`config.mk`:
```
export PLATFORM = sky130hd
export DESIGN_NAME = fetch_unit
export DESIGN_NICKNAME = d
export VERILOG_FILES = /design/src/rtl/fetch_unit_pkg.sv /design/src/rtl/pc_reg.sv /design/src/rtl/fetch_unit.sv
export SDC_FILE = /design/constraint.sdc
export NUM_CORES = 1
export LEC_CHECK = 0
export ABC_AREA = 1
export CAP_MARGIN = 20
export CORE_MARGIN = 2
export CORE_UTILIZATION = 55
export CTS_CLUSTER_DIAMETER = 80
export DETAILED_ROUTE_END_ITERATION = 16
export DONT_BUFFER_PORTS = 1
export PLACE_DENSITY_LB_ADDON = 0.15
export SLEW_MARGIN = 20
export SYNTH_ARGS = -nofsm -noshare
export SYNTH_HDL_FRONTEND = slang
export SYNTH_SLANG_ARGS = --single-unit
```
`constraint.sdc`:
```
create_clock -name clk -period 2.8 [get_ports clk]
set_clock_uncertainty 0.15 [all_clocks]
set_input_delay 0.28 -clock clk [delete_from_list [all_inputs] [get_ports clk]]
set_output_delay 0.28 -clock clk [all_outputs]
set_load 0.05 [all_outputs]
```
`src/rtl/fetch_unit_pkg.sv`:
```
// Shared fetch/control definitions: FSM encoding, PC mux select, fetch payload and RV32I opcodes.
package fetch_unit_pkg;

    localparam int unsigned XLEN  = 32;
    localparam int unsigned OPC_W = 7;

    typedef enum logic [2:0] {
        ST_IDLE  = 3'd0,
        ST_FETCH = 3'd1,
        ST_WAIT  = 3'd2,
        ST_DRAIN = 3'd3,
        ST_HOLD  = 3'd4
    } fetch_state_e;

    typedef enum logic [1:0] {
        PC_KEEP = 2'd0,
        PC_INC  = 2'd1,
        PC_LOAD = 2'd2
    } pc_sel_e;

    typedef struct packed {
        logic [XLEN-1:0] instr;
        logic [XLEN-1:0] pc;
    } fetch_pkt_t;

    localparam logic [XLEN-1:0]  NOP           = 32'h0000_0013;
    localparam logic [XLEN-1:0]  PC_ALIGN_MASK = 32'hFFFF_FFFC;

    localparam logic [OPC_W-1:0] OP_R    = 7'b0110011;
    localparam logic [OPC_W-1:0] OP_S    = 7'b0100011;
    localparam logic [OPC_W-1:0] OP_I    = 7'b0010011;
    localparam logic [OPC_W-1:0] OP_L    = 7'b0000011;
    localparam logic [OPC_W-1:0] OP_B    = 7'b1100011;
    localparam logic [OPC_W-1:0] OP_JAL  = 7'b1101111;
    localparam logic [OPC_W-1:0] OP_JALR = 7'b1100111;

endpackage

```
`src/rtl/pc_reg.sv`:
```
// Program counter: holds, advances by 4 (wrapping) or loads a word-aligned redirect target.
module pc_reg
    import fetch_unit_pkg::*;
#(
    parameter logic [XLEN-1:0] RESET_PC = 32'h0000_0000
) (
    input  logic            clk,
    input  logic            rst_n,
    input  pc_sel_e         sel_i,
    input  logic [XLEN-1:0] redirect_pc_i,
    output logic [XLEN-1:0] pc_o
);

    logic [XLEN-1:0] pc_q;
    logic [XLEN-1:0] pc_d;

    always_comb begin
        pc_d = pc_q;
        case (sel_i)
            PC_INC:  pc_d = pc_q + XLEN'(4);
            PC_LOAD: pc_d = redirect_pc_i & PC_ALIGN_MASK;
            default: pc_d = pc_q;
        endcase
    end

    always_ff @(posedge clk or negedge rst_n) begin
        if (!rst_n) begin
            pc_q <= RESET_PC;
        end else begin
            pc_q <= pc_d;
        end
    end

    assign pc_o = pc_q;

endmodule

```
`src/rtl/fetch_unit.sv`:
```
// Instruction fetch: one outstanding imem read, registered instruction handed to decode,
// redirects flush anything in flight.
module fetch_unit
    import fetch_unit_pkg::*;
#(
    parameter logic [XLEN-1:0] RESET_PC = 32'h0000_0000
) (
    input  logic             clk,
    input  logic             rst_n,
    output logic             imem_req,
    output logic [XLEN-1:0]  imem_addr,
    input  logic             imem_rvalid,
    input  logic [XLEN-1:0]  imem_rdata,
    input  logic             redirect,
    input  logic [XLEN-1:0]  redirect_pc,
    output logic             instr_valid,
    input  logic             instr_ready,
    output logic [XLEN-1:0]  instr,
    output logic [OPC_W-1:0] opcode,
    output logic [XLEN-1:0]  instr_pc
);

    fetch_state_e    state_q, state_d;
    fetch_pkt_t      pkt_q, pkt_d;
    logic            valid_q, valid_d;
    pc_sel_e         pc_sel;
    logic [XLEN-1:0] pc;

    pc_reg #(
        .RESET_PC(RESET_PC)
    ) u_pc_reg (
        .clk          (clk),
        .rst_n        (rst_n),
        .sel_i        (pc_sel),
        .redirect_pc_i(redirect_pc),
        .pc_o         (pc)
    );

    // The request strobe is gated by redirect in the same cycle, so it is decoded from state.
    always_comb begin
        state_d   = state_q;
        pkt_d     = pkt_q;
        valid_d   = valid_q;
        pc_sel    = PC_KEEP;
        imem_req  = 1'b0;
        imem_addr = '0;
        case (state_q)
            ST_IDLE: begin
                state_d = ST_FETCH;
            end
            ST_FETCH: begin
                imem_addr = pc;
                if (redirect) begin
                    pc_sel = PC_LOAD;
                end else begin
                    imem_req = 1'b1;
                    state_d  = ST_WAIT;
                end
            end
            ST_WAIT: begin
                if (redirect) begin
                    pc_sel  = PC_LOAD;
                    state_d = imem_rvalid ? ST_FETCH : ST_DRAIN;
                end else if (imem_rvalid) begin
                    pkt_d   = '{instr: imem_rdata, pc: pc};
                    valid_d = 1'b1;
                    state_d = ST_HOLD;
                end
            end
            ST_DRAIN: begin
                if (redirect) begin
                    pc_sel = PC_LOAD;
                end
                if (imem_rvalid) begin
                    state_d = ST_FETCH;
                end
            end
            ST_HOLD: begin
                // Redirect takes priority over a simultaneous accept for the next PC.
                if (redirect) begin
                    pc_sel  = PC_LOAD;
                    valid_d = 1'b0;
                    state_d = ST_FETCH;
                end else if (instr_ready) begin
                    pc_sel  = PC_INC;
                    valid_d = 1'b0;
                    state_d = ST_FETCH;
                end
            end
            default: begin
                state_d = ST_IDLE;
            end
        endcase
    end

    always_ff @(posedge clk or negedge rst_n) begin
        if (!rst_n) begin
            state_q <= ST_IDLE;
            valid_q <= 1'b0;
            pkt_q   <= '{instr: NOP, pc: '0};
        end else begin
            state_q <= state_d;
            valid_q <= valid_d;
            pkt_q   <= pkt_d;
        end
    end

    assign instr_valid = valid_q;
    assign instr       = pkt_q.instr;
    assign instr_pc    = pkt_q.pc;
    assign opcode      = pkt_q.instr[OPC_W-1:0];

endmodule

```
==> impl_metrics.py, run 1 <==
metrics = {
    "synth": {
        "synth.most_common_cell": "nand2_1",
        "synth_top_cells_by_count": "nand2_1 (178), dfrtp_1 (93), nor2_1 (91)",
        "synth_area_um2": 5020,
        "ys.flop_type": "dfrtp_1",
        "synth_cells": 639,
        "ys_seq_area_share_pct": 47.9,
        "synth_area_leaders": "dfrtp_1 (46%), nand2_1 (13%), nor2_1 (6.8%)",
        "synth_edf_count": 0,
        "avgSynthCellArea_um2": 7.86,
        "ys_seq_elements": 96,
        "synth_top_area_share_pct": 46.3,
        "yosysUniqueCellTypes": 28,
        "yosysWarnings": 0,
        "synth_top_cell_by_area": "dfrtp_1",
        "async_flop_share_pct": 100,
    },
    "cts": {
        "cts_resized": 0,
        "post_cts_buffers": 0,
        "cts_hold_buf": 58,
        "cts_tree": "built",
        "htreeDepth": 3,
        "insertion_delay_ns": 0.36,
        "cts_buffers": 9,
        "cts.reportedPaths.clkPinSlew_ns": 0.10,
        "clock-sinks": 96,
        "cts_max_path_buffers": 2,
        "cts_root_buffer": "clkbuf_8",
    },
    "layout": {
        "drive_above_1_share_pct": 13.8,
        "area_delta_synth_final_pct": 20.3,
        "antenna-diode-count": 0,
        "fin_nets": 783,
        "finalInstanceArea_um2": 6040,
    },
    "sta": {
        "worstMarginPinSlew_ns": 0.963,
        "fmax_ghz": 0.385,
        "rsz0062_at_grt": "no",
        "finalHoldViolCount": 0,
        "min_period_ns": 2.60,
        "setup-violations-final": 0,
        "setup_tns_ns": 0,
        "drv_slew": 0,
        "slew_headroom_pct": 35.8,
        "fin_crit_sh_pct": 92.8,
    },
    "place": {
        "io_buffer_count": 0,
        "dpl-instance-area_um2": 5270,
        "place_congestion": 0.919,
        "dp_hpwl_um": 9080,
    },
    "routing": {
        "vias": 4426,
        "viasPerCell": 5.37,
        "drt_iter0_drc": 271,
        "wire_per_inst_um": 16.3,
        "ant_nets": 0,
        "first_pass_iters": 4,
        "routed_wl_um": 13500,
        "drc_errors": 0,
    },
    "critical_path": {
        "cp.arrival_ns": 2.17,
        "crit_type": "flip-flop to output port",
        "rr_worst_depth": 10,
        "timing.rr.start": "state_q[0]",
        "rrSetupSlack_ns": 0.37,
        "worstSetupStartpointType": "flip-flop",
        "cp_max_fo": 18,
        "worstPathRequired_ns": 2.37,
        "rr_endpoint": "u_pc_reg.pc_o[2]",
        "critical_path.endpoint_type": "output port",
    },
    "die": {
        "design.core.area_um2": 8810,
        "rows": 34,
        "dieArea_um2": 9910,
        "io_pins": 174,
        "start_util_pct": 57.0,
        "die_w_um": 99.6,
        "dieHeight_um": 99.6,
    },
    "global_route": {
        "grt_overflow": 0,
        "antenna_found_initial": 0,
        "track_usage_pct": 27.0,
        "grt_max_degree": 97,
        "grt_pass1_wl_um": 21000,
        "grt_pass1_vias": 4144,
    },
    "job": {
        "cap_violations": 0,
    },
    "min_path": {
        "whs_path_depth": 4,
        "hp-class": "input port to flip-flop",
        "hold_start": "redirect_pc[8]",
        "whs_endpoint": "u_pc_reg.pc_o[8]",
    },
    "run_status": {
        "status": "complete, no violations",
    },
}
==> worst max-delay path: stages, from the launching register on <==
cell and delay [ns]:
dfrtp_1 0.52, inv_1 0.08, nor3_1 0.24, inv_1 0.33, buf_12 0.26, nor2_1 0.15
buf_4 0.23
==> logic make-up (layout without fill, tap and decap cells) <==
| group | Yosys count | after routing | share of synthesized area [%] |
|---|---|---|---|
| DFF | 96 | 96 | 47.9 |
| AOI/OAI and AO/OA | 88 | 88 | 9.12 |
| other | 1 | 4 | 0.0747 |
| buffers and inverters | 101 | 175 | 8.99 |
| adders and majority gates | 2 | 2 | 0.498 |
| and+or+nand+nor | 319 | 319 | 25.6 |
| muxes | 32 | 32 | 7.77 |
==> worst max-delay path by stage <==
stage | slack (ns) | endpoint | startpoint | depth (start not counted)
floorplan | 0.70 | imem_addr[10] | state_q[0] | 6
global placement | 0.49 | u_pc_reg.pc_o[24] | state_q[0] | 11
detailed placement | 0.46 | u_pc_reg.pc_o[2] | state_q[0] | 10
CTS | 0.22 | imem_addr[12] | state_q[0] | 6
global route | 0.001 | imem_addr[12] | state_q[0] | 6
finish | 0.20 | imem_addr[12] | state_q[0] | 6
==> flip-flops by register name, summed over array words and instances, names as in the netlist <==
| signal | flops |
|---|---|
| instr | 32 |
| instr_pc | 30 |
| instr_valid | 1 |
| state_q | 3 |
| u_pc_reg.pc_o | 30 |
==> layout by cell type, fill, tap and decap left out, types with 17 or more instances in the layout <==
cell / n
inv_1: 63
mux2_2: 24
o21ai_0: 64
dfrtp_1: 93
nand2_1: 178
dlygate4sd3_1: 57
buf_4: 38
nor2_1: 91
nand3_1: 31
a21oi_1: 17
==> area by class of cell <==
cell class	instances	area, um2
tap	108	135
sequential	96	2410
timing repair buffer	97	903
clock buffer	9	124
fill	753	2760
clock inverter	6	52.6
multi-input combinational	445	2180
inverter	63	236
==> layer usage <==
metal | GRT usage [%] | part of all wire (%) | vias to the layer above
met5 | 0 | 0 | -
met4 | 11.3 | 2.9 | 0
met3 | 5.20 | 7.1 | 31
met2 | 44.6 | 48 | 171
met1 | 34.9 | 42 | 2062
li1 | - | - | 2162
==> metrics by stage <==
step                hold slack [ns]  setup WS (ns)  utilization (%)  cells
finish                       0.0192          0.201             68.6    824
global route                 0.0362        0.00128             68.6    824
CTS                         0.00752          0.219             68.6    824
detailed placement           -0.163          0.461             59.8    751
global placement             -0.163          0.487             59.8    751
floorplan                    -0.166          0.702                -    642
Power of run 1 is left out: the tool's default activity adds up to more than one toggle a clock period on the data nets, which glitch-free logic cannot reach.
==> inputs of run 2 (changes only) <==
--- a/config.mk
+++ b/config.mk
@@ -8,10 +8,9 @@
 export ABC_AREA = 1
 export CAP_MARGIN = 20
 export CORE_MARGIN = 2
-export CORE_UTILIZATION = 55
+export CORE_UTILIZATION = 46
 export CTS_CLUSTER_DIAMETER = 80
 export DETAILED_ROUTE_END_ITERATION = 16
-export DONT_BUFFER_PORTS = 1
 export PLACE_DENSITY_LB_ADDON = 0.15
 export SLEW_MARGIN = 20
 export SYNTH_ARGS = -nofsm -noshare
==> constraint.sdc (replaced) <==
create_clock -name clk -period 2.8 [get_ports clk]
set_clock_uncertainty 0.15 [all_clocks]
set_input_delay 0.28 -clock clk [delete_from_list [all_inputs] [get_ports clk]]
set_output_delay 0.28 -clock clk [all_outputs]
set_load 0.01 [all_outputs]
==> run 2 against run 1 <==
First-iteration DRC count up 5.9%. Cell count up 14%. Die area up 19%. Worst hold slack better by 0.25 ns. Via count up 5.9%. Critical path depth down 1. Flip-flop and latch count unchanged. Register-to-register slack better by 0.28 ns. Utilization down 3.4 points. Count of clock-buffer cells in the layout unchanged. Design area up 16%. Sequential share of layout area down 5.5 points.
==> impl_metrics.py, run 2 (synthesis results as in run 1) <==
metrics = {
    "layout": {
        "largest_reg_flops": 32,
        "utilization_pct": 65.2,
        "final_cell_mix": "nand2_1 (178), clkdlybuf4s50_1 (166), dfrtp_1 (92), nor2_1 (91), o21ai_0 (64)",
        "drive_above_1_share_pct": 9.14,
        "area_delta_synth_final_pct": 39.6,
        "final_common_cell": "nand2_1",
        "antenna-diode-count": 0,
        "nFillCells": 933,
        "fin_nets": 865,
    },
    "global_route": {
        "grt_max_degree": 61,
        "antenna_found_initial": 0,
        "grt_pass1_vias": 4486,
        "grt_pass1_wl_um": 21300,
        "track_usage_pct": 23.2,
        "grt_overflow": 0,
    },
    "die": {
        "dieHeight_um": 108,
        "die_w_um": 108,
        "start_util_pct": 46.7,
        "dieArea_um2": 11800,
        "rows": 38,
        "design.core.area_um2": 10700,
        "io_pins": 174,
    },
    "job": {
        "cap_violations": 0,
    },
    "routing": {
        "vias": 4686,
        "ant_nets": 0,
        "first_pass_iters": 4,
        "wire_per_inst_um": 14.3,
        "drt_iter0_drc": 287,
        "drc_errors": 0,
        "viasPerCell": 4.99,
        "routed_wl_um": 13400,
    },
    "cts": {
        "cts_buffers": 9,
        "cts_tree": "built",
        "cts_root_buffer": "clkbuf_8",
        "clock-sinks": 96,
        "cts_max_path_buffers": 2,
        "htreeDepth": 3,
        "cts.reportedPaths.clkPinSlew_ns": 0.09,
        "insertion_delay_ns": 0.37,
    },
    "sta": {
        "slew_headroom_pct": 64.4,
        "min_period_ns": 2.63,
        "rsz0062_at_grt": "no",
        "fmax_ghz": 0.380,
        "drv_slew": 0,
        "setup-violations-final": 0,
        "worstMarginPinSlew_ns": 0.532,
        "setup_tns_ns": 0,
        "fin_crit_sh_pct": 94.0,
        "finalHoldViolCount": 0,
    },
    "run_status": {
        "status": "complete, no violations",
    },
    "critical_path": {
        "cp_max_fo": 18,
        "rr_worst_depth": 11,
        "critical_path.endpoint_type": "output port",
        "rr_endpoint": "u_pc_reg.pc_o[28]",
        "rrSetupSlack_ns": 0.65,
        "worstSetupStartpointType": "flip-flop",
        "cp.arrival_ns": 2.20,
        "timing.rr.start": "state_q[1]",
        "crit_type": "flip-flop to output port",
        "worstPathRequired_ns": 2.37,
    },
    "power": {
        "leakagePower_uw": 0.00325,
        "irDropWorstVdd_uv": 482,
        "power.density_nw_per_um2": 1080,
    },
    "place": {
        "place_congestion": 0.906,
        "io_buffer_count": 167,
        "dp_hpwl_um": 10300,
    },
    "min_path": {
        "hp-class": "input port to async pin",
    },
}
-- run 2: changes by cell type in the layout (fill, tap and decap cells not counted), sizes merged, moves of 3 or more --
cell and delta:
buf -28, clkdlybuf4s50 +166, clkinv +4, dlygate4sd3 -56
inv -3
-- run 2: repair_timing --
action / CTS / global route
hold buffers: 1 / 0
endpoints found under the hold margin: 36 / 0
setup endpoints to repair: 0 / 1
resized for setup: 0 / 1
buffers inserted: 0 / 0
-- run 2: where the power goes --
part / leakage, uW / internal [uW] / switching, uW
clock network: 0.000113 / 504 / 498
logic: 0.00197 / 2010 / 1990
registers: 0.00116 / 2070 / 503
total: 0.00325 / 4590 / 2990
-- run 2: metrics by stage --
| stage | worst slack [ns] | power (uW) | std cells | instance area, um2 | hold WS [ns] |
|---|---|---|---|---|---|
| 2_1_floorplan | 0.755 | 4640 | 642 | 5030 | -0.166 |
| 3_3_place_gp | 0.433 | 6500 | 922 | 6780 | 0.131 |
| 3_5_place_dp | 0.353 | 6620 | 922 | 6780 | 0.141 |
| 4_1_cts | 0.113 | 7640 | 939 | 7010 | 0.295 |
| 5_1_grt | 0.0621 | 8190 | 939 | 7010 | 0.319 |
| 6_report | 0.168 | 7580 | 939 | 7010 | 0.273 |
-- run 2: worst max-delay path by stage --
stage / start / endpoint / slack, ns / cells after the start
after global placement: redirect / u_pc_reg.pc_o[30] / 0.43 / 10
after global routing: state_q[1] / imem_addr[11] / 0.06 / 5
final: state_q[1] / imem_addr[13] / 0.17 / 5
after detailed placement: redirect / u_pc_reg.pc_o[6] / 0.35 / 8
after floorplan: state_q[0] / u_pc_reg.pc_o[5] / 0.76 / 11
after CTS: state_q[0] / imem_addr[13] / 0.11 / 6
-- run 2: worst max-delay path, cell delays in order, from the launching register on --
cell,delay [ns]
dfrtp_1,0.48
nor3_1,0.33
inv_1,0.10
buf_4,0.21
nor2_1,0.17
clkdlybuf4s50_1,0.56
-- run 2: area by class of cell --
class | instances | area [um2] | area share, %
Sequential cell | 96 | 2410 | 34.3
Tap cell | 140 | 175 | 2.50
Multi-Input combinational cell | 445 | 2180 | 31.2
Clock inverter | 7 | 96.3 | 1.37
Clock buffer | 9 | 124 | 1.77
Inverter | 63 | 236 | 3.37
Timing Repair Buffer | 179 | 1790 | 25.5
-- run 2: metal layers --
layer | up-vias | global-route usage (%) | wire length, um
li1 | 2319 | - | -
met1 | 2159 | 29.5 | 5730
met2 | 172 | 37.9 | 6160
met3 | 36 | 3.98 | 1070
met4 | 0 | 11.9 | 470
met5 | - | 0 | 0
(Power assumes the default switching activity.)
==> inputs of run 3 (changes only) <==
--- a/config.mk
+++ b/config.mk
@@ -6,7 +6,6 @@
 export NUM_CORES = 1
 export LEC_CHECK = 0
 export ABC_AREA = 1
-export CAP_MARGIN = 20
 export CORE_MARGIN = 2
 export CORE_UTILIZATION = 46
 export CTS_CLUSTER_DIAMETER = 80
==> results of run 3 <==
The final DEF is identical to that of run 2; final timing and power are the same.
==> edit 1 (config.mk and constraints of run 1) <==
`XLEN`: 32 -> 48.
--- a/src/rtl/fetch_unit_pkg.sv
+++ b/src/rtl/fetch_unit_pkg.sv
@@ -1,7 +1,7 @@
 // Shared fetch/control definitions: FSM encoding, PC mux select, fetch payload and RV32I opcodes.
 package fetch_unit_pkg;
 
-    localparam int unsigned XLEN  = 32;
+    localparam int unsigned XLEN  = 48;
     localparam int unsigned OPC_W = 7;
 
     typedef enum logic [2:0] {
Ports: changed (5 resized); port bits go from 174 to 254. No check against the original RTL was run, so the function may have changed too.
==> edit 1 against run 1 <==
The flow now finishes with violations (hold timing); routed wire length up 54%; area after synthesis up 46%; design area up 52%; count of clock-buffer cells in the layout up 11; setup slack better by 0.092 ns; sequential share of layout area down 0.58 points; global-route usage up 3.1 points; worst hold slack worse by 0.63 ns; non-clock buffer count up 43; sequential cell count up 48.
==> edit 1: results <==
export IMPL_antenna_found_initial=0
export IMPL_nFillCells=1022
export IMPL_hold_buffers=83
export IMPL_path_max_fanout=32
export IMPL_grt_pass1_vias=6443
export IMPL_largest_reg_flops=48
export IMPL_synth_cell_types=37
export IMPL_internal_power_uw=5482
export IMPL_post_cts_buffers=0
export IMPL_routedWlPerCell_microns=17.27
export IMPL_hold_path_class="input pin to asynchronous set/reset pin"
export IMPL_h_tree_depth=4
export IMPL_dpl_hpwl_microns=13620
export IMPL_min_period_ns=2.507
export IMPL_r2r_slack_ns=0.32
export IMPL_outcome="finished with violations"
export IMPL_drive_above_1_share_pct=16.99
export IMPL_slew_headroom_pct=36.11
export IMPL_finalHoldViolations=144
export IMPL_place_worst_setup_slack_ns=0.2383
export IMPL_cts_reportedPaths_clkPinSlew_ns=0.06
export IMPL_yosysSeqAreaShare_pct=49.21
export IMPL_grt_max_degree=145
export IMPL_grt_pass1_wl_microns=33580
export IMPL_nets=1114
export IMPL_hold_ws_ns=-0.6092
export IMPL_drt_iter0_markers=419
export IMPL_gp_congestion=0.9327
export IMPL_irDropWorstVdd_mv=0.6603
export IMPL_arrival_ns=2.08
export IMPL_track_usage_pct=30.08
export IMPL_synth_commonest_cells="nand2_1 (233), dfrtp_1 (141), nor2_1 (127)"
export IMPL_numCtsBuffers=17
export IMPL_violations="hold timing"
export IMPL_dr_pass1_iters=5
export IMPL_yosys_top_cells_area="dfrtp_1 (48%), nand2_1 (12%), nor2_1 (6.5%)"
export IMPL_cts_root_buf="clkbuf_16"
export IMPL_viasPerCell=5.366
export IMPL_clk_latency_ns=0.43
## edit 1: logic make-up (layout without fill, tap and decap cells)
| family | after synthesis | after routing | share of synthesized area (%) |
|---|---|---|---|
| other cells | 1 | 5 | 0.05116 |
| simple gates | 461 | 461 | 27.07 |
| compound gates | 95 | 95 | 7.084 |
| fa+ha+maj | 2 | 2 | 0.3414 |
| flops | 144 | 144 | 49.21 |
| xor+xnor | 6 | 6 | 0.7170 |
| buf+inv | 134 | 264 | 7.784 |
| mux | 48 | 48 | 7.733 |
## edit 1: final timing paths
check                                       startpoint                             to  depth (start not counted)
min in group clk                              redirect         state_q[0]$_DFFE_PN0P_                          4
worst max-delay path            state_q[1]$_DFFE_PN0P_                  imem_addr[30]                          5
max in group asynchronous                        rst_n           instr[0]$_DFFE_PN1P_                          0
worst max register to register  state_q[0]$_DFFE_PN0P_  u_pc_reg.pc_o[42]$_DFFE_PN0P_                         12
worst min register to register  state_q[1]$_DFFE_PN0P_         state_q[1]$_DFFE_PN0P_                          2
worst min-delay path                             rst_n       instr_pc[16]$_DFFE_PN0P_                          0
## edit 1: repair_timing
item,in CTS,in global routing
resized for setup,0,1
setup endpoints to repair,0,1
hold endpoints to repair,226,144
## edit 1: power by group through the flow
stage               Clock (uW)  Combinational (uW)  Sequential (uW)
CTS                       2270                3300             6210
global route              2370                3680             6350
detailed placement           0                3170             6240
finish                    2250                3340             6240
global placement             0                3070             6200
floorplan                    0                2700             5820
## edit 1: stage by stage
step           area (sq um)  cells  hold slack (ns)  total power [uW]  util [%]
2_1_floorplan          7341    894          -0.1656              8518         -
3_3_place_gp           7777   1085          -0.1632              9269     59.20
3_5_place_dp           7777   1085          -0.1637              9410     59.20
4_1_cts                9188   1200          -0.6213             11780     69.93
5_1_grt                9190   1200          -0.6246             12400     69.95
6_report               9193   1201          -0.6092             11830     69.97
## edit 1: per-layer routing
layer	GRT usage (%)	up-vias	routed length (microns)
met3	7.950	30	1551
met5	0	-	0
met4	9.926	0	366
met1	38.27	3071	8598
li1	-	3063	-
met2	50.04	281	10220
## edit 1: layout make-up
type / instances / area [sq um] / area share [%]
diodes: 1 / 2.502 / 0.02722
clock buffers: 20 / 446.7 / 4.859
clock inverters: 12 / 132.6 / 1.443
inverters: 92 / 346.6 / 3.770
multi-input cells: 616 / 3178 / 34.57
flip-flops and latches: 144 / 3607 / 39.24
well taps: 176 / 220.2 / 2.396
repair buffers: 140 / 1259 / 13.69
## edit 1: worst max-delay path, stage by stage (launching register included)
cell and delay (ns):
dfrtp_1 0.41, inv_1 0.12, nand3_2 0.34, buf_4 0.38, nor2_1 0.17, buf_4 0.22
==> edit 2 (settings of run 1) <==
Made on the original files. Re-encode `fetch_state_e` (5 states) as one-hot, 5 bits wide.
--- a/src/rtl/fetch_unit_pkg.sv
+++ b/src/rtl/fetch_unit_pkg.sv
@@ -4,12 +4,12 @@
     localparam int unsigned XLEN  = 32;
     localparam int unsigned OPC_W = 7;
 
-    typedef enum logic [2:0] {
-        ST_IDLE  = 3'd0,
-        ST_FETCH = 3'd1,
-        ST_WAIT  = 3'd2,
-        ST_DRAIN = 3'd3,
-        ST_HOLD  = 3'd4
+    typedef enum logic [4:0] {
+        ST_IDLE  = 5'b00001,
+        ST_FETCH = 5'b00010,
+        ST_WAIT  = 5'b00100,
+        ST_DRAIN = 5'b01000,
+        ST_HOLD  = 5'b10000
     } fetch_state_e;
 
     typedef enum logic [1:0] {
Behaviour: no difference found for any inputs over 4 cycles, from zero or initial values and one cycle with rst_n low; so few cycles prove little.
==> edit 2 against run 1 <==
Design area grew 3.0%; cell count grew 12%; critical path depth grew 6; area after synthesis grew 4.0%; sequential cell count grew 2; routed wire length grew 2.9%; sequential share of layout area shrank 0.32 points; setup slack gained 0.16 ns; via count grew 8.3%.
==> edit 2: results <==
export IMPL_grt_pass1_wl_microns=21800
export IMPL_hold_path_class="input pin to flip-flop"
export IMPL_avgSynthCellArea_sq_um=7.237
export IMPL_yosysSeqAreaShare_pct=47.03
export IMPL_nFillCells=775
export IMPL_slowest_delay_ns=0.43
export IMPL_nets=862
export IMPL_grt_max_degree=99
export IMPL_path_max_fanout=43
export IMPL_crit_family="simple AND/OR/NAND/NOR gates"
export IMPL_drt_iter0_markers=275
export IMPL_p_leak_uw=0.003114
export IMPL_clk_latency_ns=0.37
export IMPL_dr_pass1_iters=6
export IMPL_track_usage_pct=26.97
export IMPL_io_buffers=0
export IMPL_numCtsBuffers=9
export IMPL_dpl_hpwl_microns=9704
export IMPL_yosys_top_cells_area="dfrtp_1 (45%), nand2_1 (15%), nor2_1 (8.8%)"
export IMPL_synth_warnings=0
export IMPL_outcome="completed"
export IMPL_routedWlPerCell_microns=14.98
export IMPL_drive_above_1_share_pct=9.422
export IMPL_slew_headroom_pct=38.09
export IMPL_cts_root_buf="clkbuf_8"
export IMPL_h_tree_depth=3
export IMPL_max_cap_violations=0
export IMPL_synth_cell_types=32
export IMPL_post_cts_buffers=0
export IMPL_largest_reg_flops=32
export IMPL_gp_congestion=0.8912
export IMPL_antenna_found_initial=0
export IMPL_irDropWorstVdd_mv=0.6063
export IMPL_crit_slowest_cell="dfrtp_1"
export IMPL_viasPerCell=5.184
export IMPL_p_sw_share_pct=55.25
export IMPL_grt_pass1_vias=4454
export IMPL_synth_commonest_cells="nand2_1 (210), nor2_1 (122), dfrtp_1 (94)"
export IMPL_max_clock_path_buffers=2
export IMPL_async_flop_share_pct=100.0
export IMPL_arrival_ns=2.56
export IMPL_dp_cells=854
export IMPL_cts_reportedPaths_clkPinSlew_ns=0.11
export IMPL_drt_total_wl_microns=13850
export IMPL_diodes=0
edit 2: cell type report:
class,count,area [sq um],share of cell area [%]
Sequential cell,98,2457,39.50
Clock buffer,10,137.6,2.212
Multi-Input combinational cell,503,2200,35.36
Clock inverter,6,56.30,0.9051
Inverter,85,322.8,5.189
Tap cell,129,161.4,2.595
Timing Repair Buffer,94,885.9,14.24
edit 2: cell families (layout without fill, tap and decap cells):
kind of cell	Yosys count	count (layout)	synth area share, %
DFF	98	98	47.03
xor gates and xnor gates	1	1	0.1677
and+or+nand+nor	386	386	29.96
adders and majority gates	2	2	0.4789
buffers and inverters	124	195	11.09
AOI/OAI and AO/OA	110	110	11.21
other	1	4	0.07177
edit 2: path summary, 6_finish.rpt:
| kind | start | to | slack (ns) | cells after the start |
|---|---|---|---|---|
| max reg2reg | state_q[3]$_DFFE_PN0P_ | u_pc_reg.pc_o[7]$_DFFE_PN0P_ | 0.36 | 12 |
| max in group asynchronous | rst_n | instr[1]$_DFFE_PN1P_ | 1.75 | 2 |
| max | state_q[3]$_DFFE_PN0P_ | u_pc_reg.pc_o[7]$_DFFE_PN0P_ | 0.36 | 12 |
| min reg2reg | u_pc_reg.pc_o[31]$_DFFE_PN0P_ | u_pc_reg.pc_o[31]$_DFFE_PN0P_ | 0.37 | 2 |
| min | redirect_pc[8] | u_pc_reg.pc_o[8]$_DFFE_PN0P_ | 0.01 | 4 |
| min in group asynchronous | rst_n | u_pc_reg.pc_o[8]$_DFFE_PN0P_ | 0.34 | 2 |
edit 2: through the flow:
step / setup WS (ns) / total power, uW / util [%] / area (sq um) / hold WS [ns]
final: 0.3642 / 6736 / 67.33 / 6221 / 0.01376
after global routing: 0.1313 / 7164 / 67.33 / 6221 / 0.01191
after CTS: 0.3098 / 6743 / 67.29 / 6217 / 0.00003680
after global placement: 0.4435 / 5666 / 59.04 / 5455 / -0.1639
after detailed placement: 0.3584 / 5743 / 59.04 / 5455 / -0.1640
after floorplan: 0.6858 / 5137 / - / 5236 / -0.1656
edit 2: metal layers:
layer	track usage, %	routed length [microns]	vias up
met2	45.24	6633	202
met5	0	0	-
met3	4.969	1031	39
met4	10.60	398	0
met1	34.73	5791	2169
li1	-	-	2385
edit 2: power by group through the flow:
stage / clock network (uW) / registers, uW / logic, uW
after detailed placement: 0 / 3580 / 2160
after floorplan: 0 / 3330 / 1810
after CTS: 927 / 3550 / 2260
after global routing: 986 / 3640 / 2540
final: 900 / 3560 / 2270
after global placement: 0 / 3560 / 2100
edit 2: repair_timing:
action,in CTS,in global routing
hold buffers,55,0
hold endpoints to repair,152,0
resized for setup,0,1
setup endpoints to repair,0,1
